File: src/rtl/tpu_dispatch_pkg.sv
// Shared MPU types and dispatch definitions for the per-TPU instruction dispatcher.
package pkg_mpu;

  typedef logic [3:0]  mpu_issue_no_t;
  typedef logic [31:0] instr_t;

  typedef enum logic [1:0] {
    DISP_IDLE,
    DISP_SEND,
    DISP_BACKOFF,
    DISP_WAIT_TERM
  } disp_state_t;

  localparam int DISP_LEN_W = 10;
  typedef logic [DISP_LEN_W-1:0] disp_len_t;

  localparam int DISP_WDOG_CYCLES = 4096;

endpackage

File: src/rtl/tpu_dispatch_wdog.sv
// Term-wait watchdog: counts cycles while run is high, restarts on clear,
// and flags expiry during the LIMIT-th consecutive run cycle.
module tpu_dispatch_wdog
  import pkg_mpu::*;
#(
  parameter int LIMIT = DISP_WDOG_CYCLES
) (
  input  logic clock,
  input  logic reset,
  input  logic clear,
  input  logic run,
  output logic expire
);

  localparam int CNT_W = $clog2(LIMIT + 1);

  logic [CNT_W-1:0] count_q;

  always_ff @(posedge clock or negedge reset) begin
    if (!reset) begin
      count_q <= '0;
    end else if (clear) begin
      count_q <= '0;
    end else if (run && !expire) begin
      count_q <= count_q + CNT_W'(1);
    end
  end

  assign expire = run && !clear && (count_q == CNT_W'(LIMIT - 1));

endmodule

File: src/rtl/tpu_dispatch.sv
// Per-TPU dispatcher: streams a thread's instructions into one TPU, replays on
// Nack, then waits for the matching Term. Optional watchdog: TPU_DISPATCH_WDOG_EN.
module tpu_dispatch
  import pkg_mpu::*;
#(
  parameter int IADDR_W     = 10,
  parameter int LEN_W       = $bits(disp_len_t),
  parameter int WDOG_CYCLES = DISP_WDOG_CYCLES
) (
  input  logic                clock,
  input  logic                reset,
  input  logic                I_Start,
  input  mpu_issue_no_t       I_IssueNo,
  input  logic [IADDR_W-1:0]  I_Base,
  input  logic [LEN_W-1:0]    I_Length,
  output logic                O_Start_Ack,
  output logic                O_IMem_Re,
  output logic [IADDR_W-1:0]  O_IMem_Addr,
  input  instr_t              I_IMem_Instr,
  output logic                O_TPU_Req,
  output mpu_issue_no_t       O_TPU_IssueNo,
  output instr_t              O_TPU_Instr,
  input  logic                I_TPU_Nack,
  input  logic                I_TPU_Term,
  input  mpu_issue_no_t       I_TPU_IssueNo,
  output logic                O_Busy,
  output logic                O_Done,
  output mpu_issue_no_t       O_Done_IssueNo,
  output logic                O_Timeout
);

  disp_state_t          state;
  mpu_issue_no_t        issue_q;
  logic [IADDR_W-1:0]   base_q;
  logic [LEN_W-1:0]     len_q;
  logic [LEN_W-1:0]     fetch_q;
  logic [LEN_W-1:0]     acc_q;
  logic [LEN_W-1:0]     acc_next;
  logic                 rd_valid_q;
  logic                 req_q;
  instr_t               instr_q;
  logic                 term_seen_q;
  logic                 done_q;
  logic                 timeout_q;
  mpu_issue_no_t        done_issue_q;

  logic start_ack;
  logic fetch_en;
  logic accept;
  logic reject;
  logic term_match;
  logic wdog_expire;

  assign start_ack  = I_Start && (state == DISP_IDLE) && (I_Length != '0);
  assign fetch_en   = (state == DISP_SEND) && (fetch_q < len_q);
  assign accept     = req_q && !I_TPU_Nack;
  assign reject     = req_q && I_TPU_Nack;
  assign term_match = I_TPU_Term && (I_TPU_IssueNo == issue_q);
  assign acc_next   = acc_q + LEN_W'(1);

`ifdef TPU_DISPATCH_WDOG_EN
  tpu_dispatch_wdog #(
    .LIMIT (WDOG_CYCLES)
  ) u_wdog (
    .clock  (clock),
    .reset  (reset),
    .clear  (state != DISP_WAIT_TERM),
    .run    (state == DISP_WAIT_TERM),
    .expire (wdog_expire)
  );
`else
  // The limit only matters when the watchdog is built in.
  logic unused_wdog;
  assign unused_wdog = ^32'(WDOG_CYCLES);
  assign wdog_expire = 1'b0;
`endif

  always_ff @(posedge clock or negedge reset) begin
    if (!reset) begin
      state        <= DISP_IDLE;
      issue_q      <= '0;
      base_q       <= '0;
      len_q        <= '0;
      fetch_q      <= '0;
      acc_q        <= '0;
      rd_valid_q   <= 1'b0;
      req_q        <= 1'b0;
      instr_q      <= '0;
      term_seen_q  <= 1'b0;
      done_q       <= 1'b0;
      timeout_q    <= 1'b0;
      done_issue_q <= '0;
    end else begin
      done_q    <= 1'b0;
      timeout_q <= 1'b0;
      case (state)
        DISP_IDLE: begin
          if (start_ack) begin
            issue_q     <= I_IssueNo;
            base_q      <= I_Base;
            len_q       <= I_Length;
            fetch_q     <= '0;
            acc_q       <= '0;
            rd_valid_q  <= 1'b0;
            req_q       <= 1'b0;
            term_seen_q <= 1'b0;
            state       <= DISP_SEND;
          end
        end

        DISP_SEND: begin
          if (term_match) term_seen_q <= 1'b1;
          if (reject) begin
            // Drop both reads still in flight and refetch from the rejected beat.
            req_q      <= 1'b0;
            rd_valid_q <= 1'b0;
            fetch_q    <= acc_q;
            state      <= DISP_BACKOFF;
          end else begin
            rd_valid_q <= fetch_en;
            if (fetch_en) fetch_q <= fetch_q + LEN_W'(1);
            req_q <= rd_valid_q;
            if (rd_valid_q) instr_q <= I_IMem_Instr;
            if (accept) begin
              acc_q <= acc_next;
              if (acc_next == len_q) begin
                req_q      <= 1'b0;
                rd_valid_q <= 1'b0;
                state      <= DISP_WAIT_TERM;
              end
            end
          end
        end

        DISP_BACKOFF: begin
          if (term_match) term_seen_q <= 1'b1;
          if (!I_TPU_Nack) state <= DISP_SEND;
        end

        DISP_WAIT_TERM: begin
          if (term_match || term_seen_q) begin
            done_q       <= 1'b1;
            done_issue_q <= issue_q;
            term_seen_q  <= 1'b0;
            state        <= DISP_IDLE;
          end else if (wdog_expire) begin
            done_q       <= 1'b1;
            timeout_q    <= 1'b1;
            done_issue_q <= issue_q;
            state        <= DISP_IDLE;
          end
        end

        default: state <= DISP_IDLE;
      endcase
    end
  end

  assign O_Start_Ack    = start_ack;
  assign O_IMem_Re      = fetch_en;
  assign O_IMem_Addr    = fetch_en ? (base_q + IADDR_W'(fetch_q)) : '0;
  assign O_TPU_Req      = req_q;
  assign O_TPU_IssueNo  = issue_q;
  assign O_TPU_Instr    = instr_q;
  assign O_Busy         = (state != DISP_IDLE);
  assign O_Done         = done_q;
  assign O_Done_IssueNo = done_issue_q;
  assign O_Timeout      = timeout_q;

endmodule

File: config.mk
export PLATFORM = sky130hd
export DESIGN_NAME = tpu_dispatch
export DESIGN_NICKNAME = d
export VERILOG_FILES = /design/src/rtl/tpu_dispatch_pkg.sv /design/src/rtl/tpu_dispatch_wdog.sv /design/src/rtl/tpu_dispatch.sv
export SDC_FILE = /design/constraint.sdc
export NUM_CORES = 1
export LEC_CHECK = 0
export CELL_PAD_IN_SITES_DETAIL_PLACEMENT = 0
export CELL_PAD_IN_SITES_GLOBAL_PLACEMENT = 1
export CORE_ASPECT_RATIO = 2
export CORE_MARGIN = 2
export CORE_UTILIZATION = 35
export CTS_CLUSTER_DIAMETER = 120
export CTS_CLUSTER_SIZE = 24
export DETAILED_ROUTE_END_ITERATION = 10
export HOLD_SLACK_MARGIN = 0.02
export PLACE_DENSITY = 0.79
export SLEW_MARGIN = 20
export SYNTH_ARGS = -nofsm -noshare
export SYNTH_HDL_FRONTEND = slang
export SYNTH_SLANG_ARGS = --single-unit
File: constraint.sdc
create_clock -name clock -period 3.85 [get_ports clock]
set_input_delay 0.9625 -clock clock [delete_from_list [all_inputs] [get_ports clock]]
set_output_delay 0.9625 -clock clock [all_outputs]
set_load 0.02 [all_outputs]
==> flow_metrics.env, run 1 <==
export IMPL_status="finished, final reports clean"
export IMPL_start_util_pct=35.9
export IMPL_fin_crit_sh_pct=95.4
export IMPL_r2r_end="fetch_q[0]"
export IMPL_min_path_cells=2
export IMPL_worst_path_stages=5
export IMPL_rows=60
export IMPL_post_route_drc_count=0
export IMPL_cpMostUsedCell="clkdlybuf4s50_1"
export IMPL_root_buffer="clkbuf_16"
export IMPL_antennaDiodeCount=0
export IMPL_setup_tns_ns=0
export IMPL_hp_class="flop to flop"
export IMPL_htreeDepth=3
export IMPL_gp_congestion=0.928
export IMPL_tritoncts="done"
export IMPL_wirelength_um=13600
export IMPL_grt_max_degree=46
export IMPL_worstSetupStartpointType="input pin"
export IMPL_synth_ff_type="dfrtp_1"
export IMPL_async_flop_share_pct=100
export IMPL_io_buffers=119
export IMPL_cp_data_required_time_ns=2.89
export IMPL_crit_family="buffers and inverters"
export IMPL_hpwl_um=10600
export IMPL_worst_pin_slew_ns=0.607
export IMPL_ys_seq_elements=86
export IMPL_hold_violations=0
export IMPL_antenna_found_initial=0
export IMPL_synth_enable_flop_cells=0
export IMPL_track_usage_pct=18.7
export IMPL_dieArea_um2=14800
export IMPL_clk_pin_slew_worst_paths_ns=0.07
export IMPL_crit_buf_inv=3
export IMPL_avgViaCountPerCell=5.34
export IMPL_crit_type="input pin to primary output"
export IMPL_cts_sinks=86
export IMPL_final_antenna_net_count=0
export IMPL_path_cells="clkdlybuf4s50_1 > nor4_2 > a311o_2 > inv_2 > clkdlybuf4s50_1"
export IMPL_critPathLaunch="I_Length[1]"
export IMPL_yosysSeqAreaShare_pct=44.6
export IMPL_die_width_um=87.0
export IMPL_endpoint="O_Start_Ack"
export IMPL_r2r_start="state[0]"
export IMPL_firstDrtPassIters=4
export IMPL_final_cell_mix="clkdlybuf4s50_1, dfrtp_1, nand2_1, mux2_2, o21ai_0"
export IMPL_holdBufCountCts=0
export IMPL_grt_pass1_vias=4267
export IMPL_syn_cell_area_um2=4830
export IMPL_fin_cells=774
export IMPL_period_needed_ns=3.67
export IMPL_routedWlPerCell_um=17.6
export IMPL_cts_setup_buffers=0
export IMPL_insertion_delay_ns=0.35
export IMPL_ioPinCount=121
export IMPL_fmax_mhz=272
export IMPL_cts_buffers=9
export IMPL_cts_buffer_depth=2
export IMPL_drtIter0Drc=179
export IMPL_overflow=0
export IMPL_timing_final_max_slew_violations=0
export IMPL_final_common_cell="clkdlybuf4s50_1"
export IMPL_slowest_stage="clkdlybuf4s50_1"
export IMPL_end_kind="primary output"
export IMPL_rsz0062_at_grt="no"
export IMPL_drive_gt1_share_pct=13.2
export IMPL_placed_cells=758
export IMPL_fin_skew_ns=0.0129
export IMPL_core_um2=13400
export IMPL_max_stage_delay_ns=0.53
export IMPL_power_density_nw_per_um2=811
export IMPL_finalPower_uw=5330
export IMPL_yosys_warnings=0
export IMPL_critPathArrivalTime_ns=2.71
export IMPL_area_growth_pct=36.2
export IMPL_max_slew_margin_pct=59.5
export IMPL_reg2reg_depth=9
export IMPL_vias=4132
export IMPL_nets=704
export IMPL_power_leakage_uw=0.00298
export IMPL_peakVddDrop_mv=0.301
export IMPL_finalSetupViolCount=0
export IMPL_synth_cell_type_count=67
export IMPL_cap_violations=0
export IMPL_fill_cells=1240
export IMPL_syn_inst=489
export IMPL_critPathMaxFanout=2
export IMPL_die_y_um=170
export IMPL_grt_pass1_wl_um=21400
export IMPL_avgSynthCellArea_um2=9.87
export IMPL_syn_num_nets=579
export IMPL_r2r_setup_slack_ns=1.11
[worst register-to-register path, delay by kind of cell (launching register included)]
family	cells	cell delay (ns)
muxes	1	0.36
adders and majority gates	1	0.30
AOI/OAI and AO/OA	2	0.72
DFF	1	0.41
buffers and inverters	4	0.66
and+or+nand+nor	1	0.17
[what timing repair did]
action,4_1_cts,5_1_grt
setup endpoints to repair,11,10
gates resized for setup,4,14
hold endpoints to repair,0,0
pin swaps,0,0
[where the power goes]
group          total, uW  switching (uW)  internal, uW
Sequential          1650             352          1290
Combinational       2760            1500          1260
Clock                917             400           517
[cell usage after synthesis (10+ instances only)]
master	n	area [um2]
a21oi_1	14	70.1
buf_2	10	50.1
dfrtp_1	86	2150
ha_1	24	300
inv_1	27	101
mux2_2	30	338
nand2_1	83	312
nand3_1	10	50.1
nor2_1	22	82.6
nor3_1	12	60.1
o21ai_0	28	140
xnor2_1	13	114
xor2_1	11	96.3
[cell families after synthesis]
group / count (synthesis) / share of synthesized area [%]
buf+inv: 45 / 3.84
simple gates: 165 / 16.6
flops: 86 / 44.6
fa+ha+maj: 25 / 6.64
mux: 43 / 9.90
xor+xnor: 24 / 4.36
other cells: 1 / 0.0777
compound gates: 100 / 14.0
[final cells by class]
class | count | area (um2) | share of cell area (%)
Clock buffer | 9 | 225 | 3.43
Timing Repair Buffer | 131 | 1310 | 19.9
Sequential cell | 86 | 2150 | 32.8
Multi-Input combinational cell | 358 | 2500 | 38.1
Inverter | 28 | 105 | 1.60
Tap cell | 155 | 194 | 2.95
Clock inverter | 7 | 85.1 | 1.29
[stage by stage]
stage	hold WS, ns	utilization, %	cell area (um2)	setup WS (ns)
6_report	0.490	48.9	6570	0.176
5_1_grt	0.507	48.9	6570	0.0630
4_1_cts	0.495	48.7	6550	0.0171
3_5_place_dp	0.476	46.4	6230	0.145
3_3_place_gp	0.472	46.4	6230	0.143
2_1_floorplan	0.452	-	4830	0.703
[worst min path at each step]
stage                    start         endpoint  slack [ns]
6_report             base_q[3]        base_q[3]        0.49
5_1_grt        O_TPU_Instr[18]  O_TPU_Instr[18]        0.51
4_1_cts              base_q[3]        base_q[3]        0.49
3_5_place_dp         base_q[3]        base_q[3]        0.48
3_3_place_gp         base_q[4]        base_q[4]        0.47
2_1_floorplan        base_q[0]        base_q[0]        0.45
[layer usage]
layer  up-vias  GRT usage [%]  share of wire, %
met4         0           9.17               3.6
met3        30           3.15               3.2
li1       1975              -                 -
met5         -              0                 0
met1      2001           18.5                35
met2       126           35.9                58
[flip-flops by register name, summed over array words and instances, names as in the netlist]
register,flops
O_TPU_Instr,32
acc_q,10
base_q,10
fetch_q,10
len_q,10
O_Done_IssueNo,4
O_TPU_IssueNo,4
state,2
O_Done,1
O_TPU_Req,1
rd_valid_q,1
term_seen_q,1
Power figures use the tool's default switching activity.
==> inputs of run 2 (changes only) <==
--- a/config.mk
+++ b/config.mk
@@ -13,6 +13,7 @@
 export CTS_CLUSTER_DIAMETER = 120
 export CTS_CLUSTER_SIZE = 24
 export DETAILED_ROUTE_END_ITERATION = 10
+export GPL_ROUTABILITY_DRIVEN = 0
 export HOLD_SLACK_MARGIN = 0.02
 export PLACE_DENSITY = 0.79
 export SLEW_MARGIN = 20
==> run 2 against run 1 <==
Against the previous run:
- design area grew 0.53%
- wire length increased by 0.12%
- global-route usage about the same
- core utilization increased by 0.26 points
- critical path type is now flop to primary output
- largest cell class unchanged
- largest power group unchanged
==> flow_metrics.env, run 2 (synthesized netlist as in run 1, its figures left out) <==
export IMPL_status="finished, final reports clean"
export IMPL_max_slew_margin_pct=48.7
export IMPL_min_path_cells=2
export IMPL_cp_data_required_time_ns=2.89
export IMPL_hp_class="flop to flop"
export IMPL_antenna_found_initial=0
export IMPL_post_route_drc_count=0
export IMPL_timing_final_max_slew_violations=0
export IMPL_rows=60
export IMPL_antennaDiodeCount=0
export IMPL_slowest_stage="dfrtp_1"
export IMPL_end_kind="primary output"
export IMPL_setup_tns_ns=0
export IMPL_critPathMaxFanout=6
export IMPL_combPwrFrac_pct=51.5
export IMPL_cts_buffer_depth=2
export IMPL_drive_gt1_share_pct=13.4
export IMPL_holdBufCountCts=0
export IMPL_p_switching_uw=2260
export IMPL_fill_cells=1242
export IMPL_tritoncts="done"
export IMPL_die_y_um=170
export IMPL_fin_skew_ns=0.0105
export IMPL_reg2reg_depth=9
export IMPL_grt_pass1_vias=4348
export IMPL_seq_area_um2=2150
export IMPL_largest_reg_flops=32
export IMPL_area_growth_pct=36.9
export IMPL_dieArea_um2=14800
export IMPL_power_density_nw_per_um2=818
export IMPL_final_cell_mix="clkdlybuf4s50_1, dfrtp_1, nand2_1, mux2_2, o21ai_0"
export IMPL_crit_type="flop to primary output"
export IMPL_multi_input_area_um2=2510
export IMPL_drtIter0Drc=206
export IMPL_utilization_pct=49.2
export IMPL_worstSetupStartpointType="flop"
export IMPL_r2r_setup_slack_ns=1.12
export IMPL_peakVddDrop_mv=0.383
export IMPL_final_antenna_net_count=0
export IMPL_cts_buffers=9
export IMPL_insertion_delay_ns=0.35
export IMPL_core_um2=13400
export IMPL_period_needed_ns=3.68
export IMPL_pwr_share_clk_pct=18.3
export IMPL_avgViaCountPerCell=5.29
export IMPL_die_width_um=87.0
export IMPL_final_common_cell="clkdlybuf4s50_1"
export IMPL_track_usage_pct=18.7
export IMPL_grt_max_degree=57
export IMPL_max_stage_delay_ns=0.47
export IMPL_rsz0062_at_grt="no"
export IMPL_p_int_uw=3150
export IMPL_nets=706
export IMPL_grt_pass1_wl_um=21500
export IMPL_finalSetupViolCount=0
export IMPL_firstDrtPassIters=4
export IMPL_hold_violations=0
export IMPL_hpwl_um=10600
export IMPL_htreeDepth=3
export IMPL_fin_crit_sh_pct=95.6
export IMPL_clk_pin_slew_worst_paths_ns=0.07
export IMPL_start_util_pct=35.9
export IMPL_routedWlPerCell_um=17.5
export IMPL_seq_power_share_pct=30.2
export IMPL_wirelength_um=13600
export IMPL_vias=4105
export IMPL_cap_violations=0
export IMPL_io_buffers=119
export IMPL_path_cells="inv_1 > fa_1 > nor2b_1 > o21ai_0 > nand2b_1 > a311oi_2 > o31a_1 > nor3_1 > dlygate4sd2_1"
export IMPL_power_leakage_uw=0.00299
export IMPL_cts_sinks=86
export IMPL_worst_pin_slew_ns=0.769
export IMPL_root_buffer="clkbuf_16"
export IMPL_critPathArrivalTime_ns=2.72
export IMPL_ioPinCount=121
export IMPL_fmax_mhz=272
export IMPL_switching_share_pct=41.8
export IMPL_overflow=0
==> run 2: worst paths after layout <==
kind,start,end
worst max register to register,state[0],fetch_q[0]
max in group asynchronous,reset,O_TPU_Instr[29]
worst min register to register,base_q[3],base_q[3]
min in group asynchronous,reset,base_q[2]
worst max-delay path,fetch_q[1],O_IMem_Addr[8]
worst min-delay path,base_q[3],base_q[3]
==> run 2: stage by stage <==
stage               area, um2  setup slack (ns)  hold slack, ns  std cells  power (uW)
CTS                      6590            0.0407           0.494        776        5460
global route             6610            0.0167           0.501        776        5750
global placement         6230             0.147           0.468        760        4390
detailed placement       6230             0.157           0.472        760        4460
floorplan                4830             0.703           0.452        489        3310
finish                   6610             0.170           0.486        776        5400
==> run 2: timing repair <==
action,CTS,global route
cloned,0,0
pin swaps,0,1
gates resized for setup,7,8
endpoints found under the setup margin,9,8
buffers inserted,0,0
endpoints found under the hold margin,0,0
==> run 2: per-layer routing <==
layer | track usage [%] | vias to the layer above | wire length [um]
met1 | 18.5 | 1981 | 4810
met3 | 2.67 | 34 | 444
met5 | 0 | - | 0
met2 | 36.2 | 108 | 7800
li1 | - | 1982 | -
met4 | 9.24 | 0 | 553
==> run 2: final cells by class <==
type	instances	area share, %
Inverter	28	1.59
Tap cell	155	2.94
Sequential cell	86	32.6
Clock buffer	9	3.41
Multi-Input combinational cell	358	38.0
Clock inverter	7	1.70
Timing Repair Buffer	133	19.8
==> run 2: power groups by stage <==
stage          combinational [uW]  clock, uW  sequential (uW)
3_5_place_dp                 2810          0             1650
3_3_place_gp                 2770          0             1630
2_1_floorplan                1510          0             1810
5_1_grt                      3020       1040             1690
6_report                     2780        989             1630
4_1_cts                      2820       1000             1640
==> run 2: critical path, delay by kind of cell (launching register included) <==
kind | cells | cell delay, ns
buf+inv | 2 | 0.46
flops | 1 | 0.47
fa+ha+maj | 1 | 0.41
simple gates | 3 | 0.46
compound gates | 3 | 0.56
==> inputs of run 3 (changes only) <==
--- a/config.mk
+++ b/config.mk
@@ -5,6 +5,7 @@
 export SDC_FILE = /design/constraint.sdc
 export NUM_CORES = 1
 export LEC_CHECK = 0
+export ABC_CLOCK_PERIOD_IN_PS = 3850
 export CELL_PAD_IN_SITES_DETAIL_PLACEMENT = 0
 export CELL_PAD_IN_SITES_GLOBAL_PLACEMENT = 1
 export CORE_ASPECT_RATIO = 2
@@ -20,3 +21,4 @@
 export SYNTH_ARGS = -nofsm -noshare
 export SYNTH_HDL_FRONTEND = slang
 export SYNTH_SLANG_ARGS = --single-unit
+export TNS_END_PERCENT = 100
==> results of run 3 <==
No change in the layout: final DEF, timing and power equal those of run 2.
